### src/rtl/byte_packer.sv
// Packs an upstream byte stream little-endian into 32-bit words with byte keeps,
// buffered in a DEPTH-entry FIFO whose head is held in output registers.
module byte_packer #(
    parameter int DEPTH = 4
) (
    input  logic                     clk,
    input  logic                     reset,
    input  logic [7:0]               data_in,
    input  logic                     valid,
    input  logic                     flush,
    output logic [31:0]              out_data,
    output logic [3:0]               out_keep,
    output logic                     out_valid,
    input  logic                     out_ready,
    output logic [$clog2(DEPTH):0]   level,
    output logic                     overflow
);
    localparam int AW = $clog2(DEPTH);
    localparam int LW = AW + 1;

    typedef struct packed {
        logic [31:0] data;
        logic [3:0]  keep;
    } word_t;

    word_t           mem [DEPTH];
    logic [1:0]      cnt;
    logic [31:0]     acc;
    logic [AW-1:0]   wr_ptr, rd_ptr, rd_next;
    logic [LW-1:0]   level_next;
    logic [2:0]      fill;
    word_t           push_word, head_next;
    logic            push, push_ok, pop, full;

    assign out_valid = (level != '0);
    assign full      = (level == LW'(DEPTH));
    assign pop       = out_valid && out_ready;

    always_comb begin
        fill           = {1'b0, cnt} + {2'b00, valid};
        push_word.data = acc;
        if (valid)
            push_word.data[{cnt, 3'b000} +: 8] = data_in;
        case (fill)
            3'd1:    push_word.keep = 4'b0001;
            3'd2:    push_word.keep = 4'b0011;
            3'd3:    push_word.keep = 4'b0111;
            default: push_word.keep = 4'b1111;
        endcase
        push    = (valid && cnt == 2'd3) || (flush && fill != 3'd0);
        // A full FIFO still accepts when the same edge frees a slot.
        push_ok = push && (!full || pop);
        rd_next = pop ? rd_ptr + 1'b1 : rd_ptr;
        case ({push_ok, pop})
            2'b10:   level_next = level + LW'(1);
            2'b01:   level_next = level - LW'(1);
            default: level_next = level;
        endcase
        // The next head may be the word being written on this very edge.
        head_next = (push_ok && wr_ptr == rd_next) ? push_word : mem[rd_next];
    end

    always_ff @(posedge clk) begin
        if (reset && push_ok)
            mem[wr_ptr] <= push_word;
    end

    always_ff @(posedge clk) begin
        if (!reset) begin
            cnt      <= '0;
            acc      <= '0;
            wr_ptr   <= '0;
            rd_ptr   <= '0;
            level    <= '0;
            overflow <= 1'b0;
            out_data <= '0;
            out_keep <= '0;
        end else begin
            if (push) begin
                cnt <= '0;
                acc <= '0;
            end else if (valid) begin
                cnt                     <= cnt + 2'd1;
                acc[{cnt, 3'b000} +: 8] <= data_in;
            end
            if (push_ok)
                wr_ptr <= wr_ptr + 1'b1;
            if (push && !push_ok)
                overflow <= 1'b1;
            rd_ptr <= rd_next;
            level  <= level_next;
            // Head registers hold their last value once the FIFO drains.
            if (level_next != '0) begin
                out_data <= head_next.data;
                out_keep <= head_next.keep;
            end
        end
    end
endmodule

### config.mk
export PLATFORM = sky130hd
export DESIGN_NAME = byte_packer
export DESIGN_NICKNAME = d
export VERILOG_FILES = /design/src/rtl/byte_packer.sv
export SDC_FILE = /design/constraint.sdc
export NUM_CORES = 1
export LEC_CHECK = 0
export ABC_CLOCK_PERIOD_IN_PS = 4600
export CORE_UTILIZATION = 45
export DETAILED_ROUTE_END_ITERATION = 10
export PLACE_DENSITY = 0.62
export SLEW_MARGIN = 20
export SYNTH_ARGS = -nofsm -noshare
export SYNTH_HDL_FRONTEND = slang
export SYNTH_SLANG_ARGS = --single-unit
### constraint.sdc
create_clock -name clk -period 4.6 [get_ports clk]
set_input_delay 0.92 -clock clk [delete_from_list [all_inputs] [get_ports clk]]
set_output_delay 0.92 -clock clk [all_outputs]
set_load 0.005 [all_outputs]
Word-level counts from Yosys, hierarchy flattened
Memory sizes are Yosys's and may differ from the RTL's. A register that Yosys moved wholly into a read port is not among the register bits.
Cells that the tools add are included.
{"block": "totals", "register_bits": 42, "ramBits": 144, "inputBits": 13, "word_cells": 46, "memories": 1}
{"block": "op_classes", "n_addsub": 7, "eq_ne": 7, "n_shift": 2, "n_mux": 7, "n_bitwise": 1, "reduce_logical": 15}
{"name": "mem", "words": 4, "width": 36, "read_ports": 1, "rd_clocked_by_memory_dff": 1, "write_ports": 1, "line_no": "26", "text": "word_t mem [DEPTH];"}
{"cell": "32-bit bitwise mux", "n": 1}
{"cell": "32-bit 2-to-1 mux", "n": 1}
{"cell": "8-bit by 7-bit variable shift with 32-bit output (first input constant)", "n": 1}
{"cell": "8-bit by 7-bit indexed part select with 32-bit output", "n": 1}
{"cell": "4-bit one-hot mux with 3 select lines", "n": 1}
{"cell": "3-bit nonzero test", "n": 3}
{"cell": "5-bit negation with 7-bit output", "n": 1}
{"cell": "2-bit by 1-bit adder with 2-bit output (second input constant)", "n": 3}
{"cell": "3-bit by 2-bit == test with 1-bit output (second input constant)", "n": 2}
{"cell": "1-bit logical AND", "n": 6}
{"cell": "3-bit one-hot mux with 2 select lines", "n": 1}
{"cell": "2-bit == test (second input constant)", "n": 2}
{"cell": "2-bit by 1-bit adder with 3-bit output", "n": 1}
{"cell": "3-bit by 1-bit adder with 3-bit output (second input constant)", "n": 1}
{"cell": "3-bit by 1-bit == test with 1-bit output (second input constant)", "n": 1}
{"cell": "3-bit == test (second input constant)", "n": 1}
{"cell": "1-bit zero test", "n": 3}
{"cell": "3-bit by 1-bit subtractor with 3-bit output (second input constant)", "n": 1}
{"cell": "2-bit by 1-bit == test with 1-bit output (second input constant)", "n": 1}
{"cell": "1-bit logical OR", "n": 2}
{"cell": "1-bit 2-to-1 mux", "n": 2}
{"cell": "2-bit 2-to-1 mux", "n": 1}
{"cell": "2-bit OR reduction", "n": 1}
{"cell": "1-bit inverter", "n": 1}

Longest topological paths before layout
{"block": "depth", "depth_word": 8, "mapped_depth": 15, "mapped_depth_nobuf": 14}

Least setup slack after synthesis
Ideal clock, no wire load.
{"block": "synth_timing", "path_kind": "in2reg", "startpoint": "input port valid", "endpoint": "register out_data[14], read port of mem", "setup_time_ps": 122, "arrival_time_ps": 4008, "path_slack_ps": 470, "cell_stages": 14, "path_buffers": 2, "path_cell_list": "ha_1 > ha_1 > o31ai_1 > a21oi_1 > inv_1 > ha_1 > inv_1 > fa_1 > xnor3_1 > o31a_1 > and3_1 > buf_6 > buf_8 > a221o_1"}
{"block": "synth_via", "elab_chain_len": 8}
{"item": "start: declaration", "line_no": "9", "text": "input logic valid,"}
{"item": "2-bit by 1-bit adder with 3-bit output", "line_no": "40", "text": "fill = {1'b0, cnt} + {2'b00, valid};"}
{"item": "3-bit nonzero test", "line_no": "50", "text": "push = (valid && cnt == 2'd3) || (flush && fill != 3'd0);"}
{"item": "1-bit logical AND", "line_no": "50"}
{"item": "1-bit logical OR *", "line_no": "50"}
{"item": "1-bit logical AND *", "line_no": "52", "text": "push_ok = push && (!full || pop);"}
{"item": "2-bit by 1-bit == test with 1-bit output or 2-bit == test (tied branches)", "line_no": "54", "text": "case ({push_ok, pop})"}
{"item": "3-bit one-hot mux with 2 select lines *", "line_no": "54"}
{"item": "3-bit nonzero test *", "line_no": "93", "text": "if (level_next != '0) begin"}
{"item": "end: declaration", "line_no": "11", "text": "output logic [31:0] out_data,"}
Every way passes the cells marked *; elsewhere a longest branch is shown, timed or not.
A chain may end at the register's enable or synchronous reset.

Worst setup path after layout
{"block": "layout_timing", "startpoint": "input port valid", "endpoint": "register out_data[12], read port of mem"}
The elaborated chain is that of the path after synthesis.

==> metrics.log <==
[metrics] number of endpoints with negative hold slack in the final report: 0
[metrics] clock net sink count: around 220
[metrics] kind of cell adding the most delay to the critical path: compound AO/OA/AOI/OAI gates
[metrics] Fin Hold WS: approximately 470 ps
[metrics] worst min-delay path class: register to register
[metrics] sequential-to-total area share from yosys stat: 59.2%
[metrics] register bit total from synthesis: 218
[metrics] Tcrit/Tclk final: 86.6%
[metrics] synthesized net count: around 960
[metrics] count of buffers from port buffering: 53
[metrics] yosys synthesis warning count: 0
[metrics] CP bufs+invs: 4
[metrics] die width: 149 um
[metrics] synthesized netlist cell count: ~930
[metrics] startpoint kind of the worst setup timing path: input pin
[metrics] Remaining Overflow, GRT: 0
[metrics] most frequent standard cell in the layout excluding fill and tap cells: sky130_fd_sc_hd__nand2_1
[metrics] synthesized area: 9750 um^2
[metrics] TritonCTS clock tree: built
[metrics] clock input transition at the sequential cells of the worst setup and hold paths: 60 ps
[metrics] combined global-route utilization of all metal layers: approximately 22%
[metrics] number of slew-limit violations in the final report: 0
[metrics] antenna violations before repair: 0
[metrics] Max Fanout on Critical Path: 19
[metrics] biggest cell delay along the critical path: 430 ps
[metrics] setup repair bufs after CTS: 0
[metrics] final-layout setup total negative slack: 0 ps
[metrics] setup repair after global routing missed its margin: false
[metrics] library cells used by synthesis: 49
[metrics] transition time at the pin with the least slew margin: 1060 ps
[metrics] Post-DRT Antenna Nets: 0
[metrics] # hold bufs at CTS: 0
[metrics] post-detail-place hpwl: 14000 um
[metrics] Power Density: 528 nW/um^2
[metrics] Rows: 53
[metrics] largest net degree at the start of global routing: between 100 and 150
[metrics] achievable frequency: ~250 MHz
[metrics] Post-Route Skew: 8.70 ps
[metrics] number of endpoints failing setup at the final stage: 0
[metrics] share of synthesized flip-flops with an asynchronous set or reset: 0%
[metrics] area of the placeable core: 21200 um^2
[metrics] number of flops mapped to enable cells by yosys: 140
[metrics] Arrival @ worst endpoint: 4380 ps
[metrics] clk buf depth: 3
[metrics] number of cells upsized or downsized after cts: 0
[metrics] leakage dissipation: 4.29 nW
[metrics] violation count after the first detailed-route iteration: ~510
[metrics] Setup Crit Path Kind: input pin to register
[metrics] weighted congestion at the end of routability-driven global placement: 0.778
[metrics] headroom to the max-slew limit: between 20% and 30%
[metrics] share of layout cells above drive strength 1: 8.57%
[metrics] Filler Cell Count: 1846
[metrics] Final Routed Wirelength: approximately 24000 um
[metrics] master of the slowest instance on the critical path: sky130_fd_sc_hd__clkdlybuf4s50_1
[metrics] total die area: 22200 um^2
[metrics] minimum period implied by the final worst setup slack: 3980 ps
[metrics] vias in the first global route: 6993
[metrics] source-to-sink clock delay at the later pin of the worst-skew pair: 510 ps
[metrics] Top cell by count, worst path: sky130_fd_sc_hd__ha_1
[metrics] peak supply drop: 0.393 mV
[metrics] starting density of the core: 46.1%
[metrics] DRC violations left: 0
[metrics] number of levels in the clock H-tree: 1
[metrics] most frequent cells in the layout: sky130_fd_sc_hd__nand2_1, sky130_fd_sc_hd__edfxtp_1, sky130_fd_sc_hd__a21oi_1, sky130_fd_sc_hd__dfxtp_1, sky130_fd_sc_hd__and3_1
[metrics] worst endpoint required time: 5000 ps
[metrics] buffer cell driving the clock tree root: sky130_fd_sc_hd__clkbuf_16
[metrics] cell-by-cell listing of the critical path: clkdlybuf4s50_1 -> ha_1 -> ha_1 -> o31ai_1 -> a21oi_1 -> inv_1 -> ha_1 -> inv_1 -> fa_1 -> xnor3_1 -> o31a_1 -> and3_1 -> buf_4 -> a221o_2
[metrics] max cap viols: 0
[metrics] endpoint type of the worst setup path: register
[metrics] length of the first detailed-routing pass in iterations: 5
[metrics] primary flip-flop cell chosen by synthesis mapping: sky130_fd_sc_hd__edfxtp_1
[metrics] area grow syn2layout: 16.5%
[metrics] Inserted Clock Buffers: 24
[metrics] DR vias: 7351
[metrics] antenna fix cells: 0
[metrics] global-route wire length before repair: ~38000 um
[metrics] vias per cell: 5.86
[metrics] result of the run: complete, no violations
[metrics] routed length per placed instance: a little under 20 um
[metrics] io pins: 54
[metrics] height of the die: 149 um
[metrics] Post-Synthesis Mean Instance Area: 10.5 um^2
[metrics] Total Nets Final: a little under 1000
## area by class of cell
class	count	area, um^2	share of cell area, %
clock inverter	7	48.8	0.430
tap	275	344	3.03
clock buffer	37	691	6.08
timing repair buffer	78	781	6.87
inverter	26	97.6	0.859
sequential	218	5770	50.8
multi-input combinational	614	3630	32.0
## synthesized netlist by cell type, types with 5 or more instances
cell,number,area share (%)
sky130_fd_sc_hd__nand2_1,164,6.3
sky130_fd_sc_hd__edfxtp_1,140,43
sky130_fd_sc_hd__a21oi_1,103,5.3
sky130_fd_sc_hd__dfxtp_1,78,16
sky130_fd_sc_hd__and3_1,63,4.0
sky130_fd_sc_hd__clkbuf_1,53,2.0
sky130_fd_sc_hd__nand3_1,51,2.6
sky130_fd_sc_hd__a311oi_1,38,3.4
sky130_fd_sc_hd__nor2_1,30,1.2
sky130_fd_sc_hd__inv_1,25,0.96
sky130_fd_sc_hd__nor2b_1,19,1.2
sky130_fd_sc_hd__nor3_1,17,0.87
sky130_fd_sc_hd__a22o_1,16,1.4
sky130_fd_sc_hd__a31oi_1,16,1.0
sky130_fd_sc_hd__o221ai_1,16,1.4
sky130_fd_sc_hd__ha_1,12,1.5
sky130_fd_sc_hd__a221o_1,11,1.1
sky130_fd_sc_hd__buf_2,10,0.51
sky130_fd_sc_hd__a221o_2,8,0.92
sky130_fd_sc_hd__a22oi_1,8,0.62
sky130_fd_sc_hd__buf_1,6,0.23
sky130_fd_sc_hd__and2_1,5,0.32
sky130_fd_sc_hd__nand2b_1,5,0.32
## worst register-to-register path: stages (launching register included)
cell,delay [ps]
sky130_fd_sc_hd__dfxtp_1,520
sky130_fd_sc_hd__ha_1,230
sky130_fd_sc_hd__ha_1,240
sky130_fd_sc_hd__o31ai_1,300
sky130_fd_sc_hd__a21oi_1,140
sky130_fd_sc_hd__inv_1,80
sky130_fd_sc_hd__ha_1,200
sky130_fd_sc_hd__inv_1,70
sky130_fd_sc_hd__fa_1,400
sky130_fd_sc_hd__xnor3_1,230
sky130_fd_sc_hd__o31a_1,300
sky130_fd_sc_hd__and3_1,190
sky130_fd_sc_hd__buf_4,210
sky130_fd_sc_hd__a221o_2,410
## logic make-up (layout without fill, tap and decap cells)
kind of cell / count (synthesis) / after routing / synth area share [%]
simple gates: 366 / 366 / 18.0
compound gates: 226 / 226 / 16.1
flops: 218 / 218 / 59.2
buf+inv: 97 / 148 / 4.06
fa+ha+maj: 13 / 13 / 1.75
xor+xnor: 9 / 9 / 0.950
## final timing paths
path / startpoint / endpoint / slack, ps / cells after the start
worst max register to register: cnt[0] / out_data[12] / 970 / 13
worst max-delay path: valid / out_data[12] / 620 / 14
worst min-delay path: out_data[6] / out_data[6] / 470 / 2
worst min register to register: out_data[6] / out_data[6] / 470 / 2
## registers in the layout, indices dropped and copies added, names as in the netlist, 2 cells and up
register	count
mem	140
acc	32
out_data	32
out_keep	4
level	3
cnt	2
rd_ptr	2
wr_ptr	2
## per-stage QoR
step | total power [mW] | cell area [um^2] | cells | utilization (%) | setup WS (ps)
floorplan | 3.58 | 9750 | 929 | - | 470
global placement | 4.20 | 10600 | 1211 | 50.2 | 172
detailed placement | 4.23 | 10600 | 1211 | 50.2 | 131
CTS | 6.01 | 11400 | 1255 | 53.7 | 647
global route | 6.31 | 11400 | 1255 | 53.7 | 426
finish | 6.00 | 11400 | 1255 | 53.7 | 618
## per-layer routing
metal	up-vias	GRT usage, %	wire length (um)
met1	3600	31.1	11100
met2	206	36.2	11400
met3	39	2.75	1380
li1	3506	-	-
met5	-	0	0
met4	0	7.24	509
## report_power, final
part / switching [mW] / total, mW / internal, mW
clock: 0.745 / 1.78 / 1.04
sequential: 0.134 / 2.39 / 2.26
combinational: 1.08 / 1.82 / 0.749
(Power assumes the default switching activity.)
